==> src/rtl/vga_capture.sv <==
// vga_capture: 640x480 VGA timing tracker and frame capture.
// Tracks hsync/vsync against fixed 800x525 timing, locks after one clean frame
// and emits one write per visible pixel while locked.
// Optional per-frame CRC-8 of the written pixels: define VGA_CAPTURE_CRC_EN.
module vga_capture (
    input  logic        clk,
    input  logic        reset_,
    input  logic        i_h_sync,
    input  logic        i_v_sync,
    input  logic        i_r,
    input  logic        i_g,
    input  logic        i_b,
    output logic        o_wr_en,
    output logic [18:0] o_wr_addr,
    output logic [2:0]  o_wr_data,
    output logic        o_locked,
    output logic        o_frame_start,
    output logic        o_frame_done,
    output logic        o_sync_err,
    output logic [7:0]  o_frame_crc,
    output logic        o_crc_valid
);
    localparam logic [9:0] H_LAST      = 10'd799;
    localparam logic [9:0] V_LAST      = 10'd524;
    localparam logic [9:0] H_VIS_FIRST = 10'd144;  // sync 96 + back porch 48
    localparam logic [9:0] H_VIS_LAST  = 10'd783;
    localparam logic [9:0] V_VIS_FIRST = 10'd35;   // sync 2 + back porch 33
    localparam logic [9:0] V_VIS_LAST  = 10'd514;
    localparam logic [9:0] CNT_MAX     = 10'd1023;
    localparam logic [9:0] CNT_PRE_MAX = 10'd1022;

    typedef enum logic [1:0] {SEARCH, SYNCED, LOCKED} state_t;

    // input stage and one-deep edge history
    logic       r_hs, r_hs_d, r_vs, r_vs_d;
    logic [2:0] r_rgb;
    // counter / state stage
    logic [9:0] r_h_cnt, r_v_cnt;
    logic [2:0] r_rgb_d;
    logic       r_skip;
    state_t     r_state;

    logic       w_hs_fall, w_vs_fall;
    logic       w_line_err, w_frame_err;
    logic [9:0] w_h_next, w_v_next;
    logic       w_wr, w_last;
    logic [9:0] w_pix;
    logic [8:0] w_line;

    assign w_hs_fall = r_hs_d & ~r_hs;
    assign w_vs_fall = r_vs_d & ~r_vs;

    // Counter values for the pixel currently in the input stage.
    assign w_h_next = w_hs_fall ? 10'd0 :
                      (r_h_cnt == CNT_MAX) ? CNT_MAX : r_h_cnt + 10'd1;
    assign w_v_next = w_vs_fall ? 10'd0 :
                      !w_hs_fall ? r_v_cnt :
                      (r_v_cnt == CNT_MAX) ? CNT_MAX : r_v_cnt + 10'd1;

    // Errors compare against the count of the previous pixel/line; r_skip
    // exempts the first line edge after SYNCED is entered (it may be partial).
    assign w_line_err  = (w_hs_fall && (r_h_cnt != H_LAST) && !r_skip) ||
                         (!w_hs_fall && (r_h_cnt == CNT_PRE_MAX));
    assign w_frame_err = (w_vs_fall && (r_v_cnt != V_LAST)) ||
                         (!w_vs_fall && w_hs_fall && (r_v_cnt == CNT_PRE_MAX));

    // Visible-window decode on the counter stage; line fits 9 bits in-window,
    // so modulo-512 subtraction yields the exact line number.
    assign w_wr   = (r_state == LOCKED) &&
                    (r_h_cnt >= H_VIS_FIRST) && (r_h_cnt <= H_VIS_LAST) &&
                    (r_v_cnt >= V_VIS_FIRST) && (r_v_cnt <= V_VIS_LAST);
    assign w_last = (r_h_cnt == H_VIS_LAST) && (r_v_cnt == V_VIS_LAST);
    assign w_pix  = r_h_cnt - H_VIS_FIRST;
    assign w_line = r_v_cnt[8:0] - V_VIS_FIRST[8:0];

    // Register sync/colour inputs and keep the previous sync sample for edges
    always_ff @(posedge clk) begin
        if (!reset_) begin
            r_hs   <= 1'b1;
            r_hs_d <= 1'b1;
            r_vs   <= 1'b1;
            r_vs_d <= 1'b1;
            r_rgb  <= 3'b000;
        end else begin
            r_hs   <= i_h_sync;
            r_hs_d <= r_hs;
            r_vs   <= i_v_sync;
            r_vs_d <= r_vs;
            r_rgb  <= {i_r, i_g, i_b};
        end
    end

    // Counters and lock state machine with registered status outputs
    always_ff @(posedge clk) begin
        if (!reset_) begin
            r_h_cnt       <= 10'd0;
            r_v_cnt       <= 10'd0;
            r_rgb_d       <= 3'b000;
            r_skip        <= 1'b0;
            r_state       <= SEARCH;
            o_locked      <= 1'b0;
            o_sync_err    <= 1'b0;
            o_frame_start <= 1'b0;
        end else begin
            r_h_cnt       <= w_h_next;
            r_v_cnt       <= w_v_next;
            r_rgb_d       <= r_rgb;
            o_sync_err    <= 1'b0;
            o_frame_start <= 1'b0;
            if (w_hs_fall)
                r_skip <= 1'b0;
            case (r_state)
                SEARCH: begin
                    if (w_vs_fall) begin
                        r_state <= SYNCED;
                        r_skip  <= 1'b1;
                    end
                end
                default: begin
                    if (w_line_err || w_frame_err) begin
                        o_sync_err <= 1'b1;
                        o_locked   <= 1'b0;
                        if (w_vs_fall) begin
                            r_state <= SYNCED;
                            r_skip  <= 1'b1;
                        end else begin
                            r_state <= SEARCH;
                        end
                    end else if (w_vs_fall) begin
                        r_state       <= LOCKED;
                        o_locked      <= 1'b1;
                        o_frame_start <= 1'b1;
                    end
                end
            endcase
        end
    end

    // Write port: strobe every cycle, address/data only move on a write
    always_ff @(posedge clk) begin
        if (!reset_) begin
            o_wr_en      <= 1'b0;
            o_wr_addr    <= 19'd0;
            o_wr_data    <= 3'b000;
            o_frame_done <= 1'b0;
        end else begin
            o_wr_en      <= w_wr;
            o_frame_done <= w_wr && w_last;
            if (w_wr) begin
                o_wr_addr <= {w_line, w_pix};
                o_wr_data <= r_rgb_d;
            end
        end
    end

`ifdef VGA_CAPTURE_CRC_EN
    logic [7:0] r_crc;

    function automatic logic [7:0] f_crc8(input logic [7:0] c, input logic [2:0] d);
        logic [7:0] x;
        x = c ^ {5'b00000, d};
        for (int i = 0; i < 8; i++)
            x = x[7] ? ((x << 1) ^ 8'h07) : (x << 1);
        return x;
    endfunction

    // Running CRC over written pixels, restarted at each vsync edge
    always_ff @(posedge clk) begin
        if (!reset_) begin
            r_crc       <= 8'h00;
            o_frame_crc <= 8'h00;
            o_crc_valid <= 1'b0;
        end else begin
            o_crc_valid <= 1'b0;
            if (w_vs_fall)
                r_crc <= 8'h00;
            else if (w_wr)
                r_crc <= f_crc8(r_crc, r_rgb_d);
            if (w_wr && w_last) begin
                o_frame_crc <= f_crc8(r_crc, r_rgb_d);
                o_crc_valid <= 1'b1;
            end
        end
    end
`else
    assign o_frame_crc = 8'h00;
    assign o_crc_valid = 1'b0;
`endif

endmodule

==> config.mk <==
export PLATFORM = sky130hd
export DESIGN_NAME = vga_capture
export DESIGN_NICKNAME = d
export VERILOG_FILES = /design/src/rtl/vga_capture.sv
export SDC_FILE = /design/constraint.sdc
export NUM_CORES = 1
export LEC_CHECK = 0
export CAP_MARGIN = 20
export CORE_MARGIN = 2
export CORE_UTILIZATION = 32
export DETAILED_ROUTE_END_ITERATION = 6
export PLACE_DENSITY = 0.62
export SLEW_MARGIN = 10
export SYNTH_ARGS = -nofsm -noshare
export SYNTH_HDL_FRONTEND = slang
export SYNTH_SLANG_ARGS = --single-unit
export TNS_END_PERCENT = 20
==> constraint.sdc <==
create_clock -name clk -period 2.2 [get_ports clk]
set_input_delay 0.66 -clock clk [delete_from_list [all_inputs] [get_ports clk]]
set_output_delay 0.66 -clock clk [all_outputs]
set_load 0.05 [all_outputs]
### Word-level counts from Yosys, hierarchy flattened

Cells that the tools add are included.

| storage, ports and cells | value |
|---|---|
| bits in registers | 60 |
| output and inout bits | 36 |
| word-level logic and storage cells | 82 |

| cells by class | value |
|---|---|
| add/subtract/negate cells | 4 |
| order comparisons | 4 |
| equal/unequal tests | 10 |
| multiplexer cells | 15 |
| bitwise logic cells | 6 |
| reduce and logical (&&, ||, !) cells | 26 |

Operators with widths:

| cell | number |
|---|---|
| 10-bit equality test, second input constant | 6 |
| 10-bit by 1-bit adder with 10-bit output, second input constant | 2 |
| 10-bit <= comparator, second input constant | 2 |
| 10-bit two-way mux | 2 |
| 10-bit inequality test, second input constant | 2 |
| 1-bit logical AND | 12 |
| 10-bit by 6-bit greater-or-equal comparator with 1-bit output, second input constant | 1 |
| 10-bit by 8-bit greater-or-equal comparator with 1-bit output, second input constant | 1 |
| 10-bit by 8-bit subtractor with 10-bit output, second input constant | 1 |
| 1-bit two-way mux | 9 |
| 9-bit by 6-bit subtractor with 9-bit output, second input constant | 1 |
| 2-bit two-way mux | 4 |
| 2-bit OR reduction | 3 |
| 1-bit NOT | 4 |
| 2-bit AND reduction | 2 |
| 1-bit zero test | 3 |
| 1-bit logical OR | 3 |
| 3-bit OR reduction | 1 |
| 1-bit AND | 2 |
| 2-bit equality test, second input constant | 1 |
| 2-bit zero test | 1 |
| 2-bit inequality test, second input constant | 1 |
| 2-bit nonzero test | 1 |

### Logic depth before layout (Yosys ltp)

| logic depth | value |
|---|---|
| depth after elaboration | 9 |
| depth in mapped cells | 8 |
| depth with buffers taken out | 7 |

### Least setup slack after synthesis

OpenSTA, ideal clock, no wires.

| timing path | value |
|---|---|
| path kind | reg-to-reg |
| from | register r_v_cnt[0] |
| to | register o_wr_addr[13] |
| data arrival time | 1.628 ns |
| setup slack | 0.456 ns |
| stages on the path, launching flop included | 9 |
| buffers on the path | 2 |
| period minus slack after synthesis | 1.744 ns |
| path through | dfxtp_1 > ha_1 > clkbuf_2 > o41ai_4 > a21o_2 > o21a_4 > nor2_4 > buf_6 > o211a_1 |

| on the way | value |
|---|---|
| longest elaborated chain between the ends | 3 |

Ends and longest elaborated chain:

| what | RTL line | RTL |
|---|---|---|
| from (decl) | 38 | `logic [9:0] r_h_cnt, r_v_cnt;` |
| from (signal assigned) | 106 | `r_v_cnt <= w_v_next;` |
| 10-bit by 6-bit greater-or-equal comparator with 1-bit output | 71 | `(r_v_cnt >= V_VIS_FIRST) && (r_v_cnt <= V_VIS_LAST);` |
| 1-bit logical AND | 70 | `(r_h_cnt >= H_VIS_FIRST) && (r_h_cnt <= H_VIS_LAST) &&` |
| 1-bit logical AND | 71 |  |
| to (signal assigned) | 150 | `o_wr_addr <= {w_line, w_pix};` |
| to (decl) | 14 | `output logic [18:0] o_wr_addr,` |

Parallel ways exist; a longest one is shown, timed or not.
A chain may end at the register's enable or synchronous reset.

### Worst setup path after layout

| timing path | value |
|---|---|
| from | register o_wr_addr[4] |
| to | output o_wr_addr[4] |

No word-level cell between the ends.

==> key figures <==
Status
  • Status: complete, no violations

Cells and area
  • Multi-input gate area: 1500 sq um
  • Fill cells: 854
  • Most frequent cells in the layout: dfxtp_1 (60), nand2_1 (40), clkdlybuf4s50_1 (21), a21oi_1 (19)
  • Post-route cell area: 3540 sq um
  • Most common cell after layout, fill and taps aside: dfxtp_1
  • Final Non-Filler Cells: 463
  • Fraction of layout cells with a size suffix above 1: 10.1%
  • N_diodes: 0
  • Register area: 1200 sq um
  • Area added between synthesis and finish: 22.2%
  • Layout net count: 366

Place
  • Inst Count DP: 447
  • PortBufs: 33
  • Placed inst area: 3270 sq um
  • Gp weighted congestion: 0.859
  • Detail Placement HPWL: 4620 um

Floorplan
  • Num rows: 34
  • Die area: 9820 sq um
  • Io pins: 43
  • Core area: 8760 sq um
  • Die Y: 99.1 um
  • Initial Util: 33.0%
  • Die Width: 99.1 um

Clock tree
  • CTS Buf Count: 9
  • Num Clock Sinks: 60
  • CTS tree: built
  • H-tree depth: 3
  • Max Buffers Root-to-Sink: 2
  • Clock Latency Late Sink: 0.35 ns
  • Root Buffer: clkbuf_8
  • Hold-fix buffers at CTS: 0
  • CTS clk-pin slew, worst paths: 0.07 ns

GRT
  • Vias in the first global route: 2193
  • GRT Residual Overflow: 0
  • Initial antenna violation count: 0
  • Largest net degree at the start of global routing: 34
  • Total GRT Usage: 13.6%
  • First-pass GRT wire length: 10500 um

Route
  • Via count: 2295
  • First-pass DRT Iterations: 4
  • Vias per std cell: 4.96
  • Number of routed nets with antenna violations: 0
  • Initial DRC count: 87
  • DRT Wirelength: 6280 um
  • Remaining DRCs: 0
  • DR WL/cell: 13.6 um

Logic synthesis
  • Register area share after synthesis: 41.5%
  • Post-synth ARST share: 0%
  • Unique masters post-synth: 51
  • Dominant cells by area after synthesis: dfxtp_1 (42%), nand2_1 (5.2%), mux2i_1 (4.5%)
  • Yosys warnings: 0
  • Synth Instances: 320
  • Post-synthesis cell area: 2890 sq um
  • Number of synthesized flops with an enable pin: 0
  • Top cell type's share of synthesized area: 41.5%
  • Seq cells post-synth: 60
  • Top FF cell, synth: dfxtp_1
  • Average cell area after synthesis: 9.04 sq um
  • Area leader, netlist: dfxtp_1

Setup path
  • CP endpoint kind: output pin
  • Worst Path Max Fanout: 2
  • Worst path slowest cell: clkdlybuf4s50_1
  • CP required: 1.54 ns
  • CP startpoint kind: flop
  • CP top delay family: buffers and inverters
  • Crit path DAT: 1.49 ns
  • CP cell instances: clkdlybuf4s50_1
  • Slowest stage delay, CP: 0.81 ns
  • Number of buffers and inverters on the critical path: 1
  • CP Class: flop to output pin

STA
  • RSZ-0062 raised after global routing: no
  • Rel. slew slack: 65.5%
  • Least-Margin Pin Slew: 0.516 ns
  • Hold WS: 0.435 ns
  • Clock Skew: 0.00548 ns
  • Period utilization: 97.8%
  • Fmax: 0.465 GHz
  • Hold Fails Final Rpt: 0
  • Setup TNS: 0 ns
  • Final Max Tran Viols: 0
  • Final setup fails: 0
  • Crit path time final: 2.15 ns

Power and ir drop
  • PwrDens: 707 nW/um^2
  • Peak supply drop: 0.000528 V
  • Leakage power: 1.55 nW

Job
  • # Max-Cap Violations: 0

Min path
  • Worst hold path type: flop to flop
area by class of cell:
| class | instances | area share (%) |
|---|---|---|
| flip-flops and latches | 60 | 34.0 |
| well taps | 108 | 3.82 |
| multi-input cells | 228 | 42.5 |
| clock buffers | 12 | 4.39 |
| repair buffers | 40 | 11.5 |
| clock inverters | 4 | 2.69 |
| inverters | 11 | 1.17 |
per-stage QoR:
step,power (mW),utilization (%),worst slack [ns]
finish,2.50,40.3,0.0487
global route,2.59,40.3,0.00216
CTS,2.53,40.1,0.00542
detailed placement,1.28,37.3,0.187
global placement,1.28,37.3,0.246
floorplan,1.26,-,0.456
cell usage after synthesis (7+ instances only):
cell type,instances
inv_1,11
and2_1,9
nand2_1,40
and3_1,9
ha_1,9
o211a_1,7
o21ai_0,8
a21oi_1,19
clkbuf_1,9
nor2_1,10
nand2b_1,8
mux2i_1,13
dfxtp_1,60
xnor2_1,13
buf_4,10
nand3_1,13
metal layers:
metal / GRT usage (%) / part of all wire (%)
met1: 16.3 / 46
met2: 21.9 / 47
met3: 4.33 / 4.2
met4: 6.53 / 2.8
met5: 0 / 0
final timing paths:
| check | slack [ns] | start | to | cells past startpoint |
|---|---|---|---|---|
| worst max-delay path | 0.05 | o_wr_addr[4]$_SDFFE_PN0P_ | o_wr_addr[4] | 1 |
| worst min-delay path | 0.44 | r_rgb[0]$_SDFF_PN0_ | r_rgb_d[0]$_SDFF_PN0_ | 1 |
| worst max register to register | 0.15 | r_v_cnt[0]$_SDFFE_PP0N_ | o_wr_data[2]$_SDFFE_PN0P_ | 7 |
| worst min register to register | 0.44 | r_rgb[0]$_SDFF_PN0_ | r_rgb_d[0]$_SDFF_PN0_ | 1 |
cell families after synthesis:
kind of cell               after synthesis  synth area share, %
AOI/OAI and AO/OA                       56                 14.1
xor gates and xnor gates                18                 5.45
adders and majority gates                9                 3.89
buffers and inverters                   40                 7.57
DFF                                     60                 41.5
muxes                                   13                 4.50
other                                    1                0.130
and+or+nand+nor                        123                 22.9
where the power goes:
group	internal (mW)	switching (mW)	total [mW]	leakage, nW
logic	0.0421	0.0965	0.139	0.934
registers	1.10	0.0160	1.12	0.487
clock network	0.813	0.428	1.24	0.127
sequential cells by signal, summed over array words and instances, names as in the netlist:
| name | flops |
|---|---|
| r_h_cnt | 10 |
| o_locked | 1 |
| r_skip | 1 |
| o_wr_en | 1 |
| o_frame_start | 1 |
| r_v_cnt | 10 |
| o_wr_data | 3 |
| r_hs | 1 |
| r_state | 2 |
| o_wr_addr | 19 |
| r_vs_d | 1 |
| r_vs | 1 |
| r_rgb_d | 3 |
| r_rgb | 3 |
| o_sync_err | 1 |
| o_frame_done | 1 |
| r_hs_d | 1 |
what timing repair did:
| item | CTS | global route |
|---|---|---|
| gates resized for setup | 2 | 8 |
| setup buffers | 0 | 0 |
| pin swaps | 0 | 0 |
| endpoints found under the setup margin | 2 | 8 |
(Power assumes the default switching activity.)
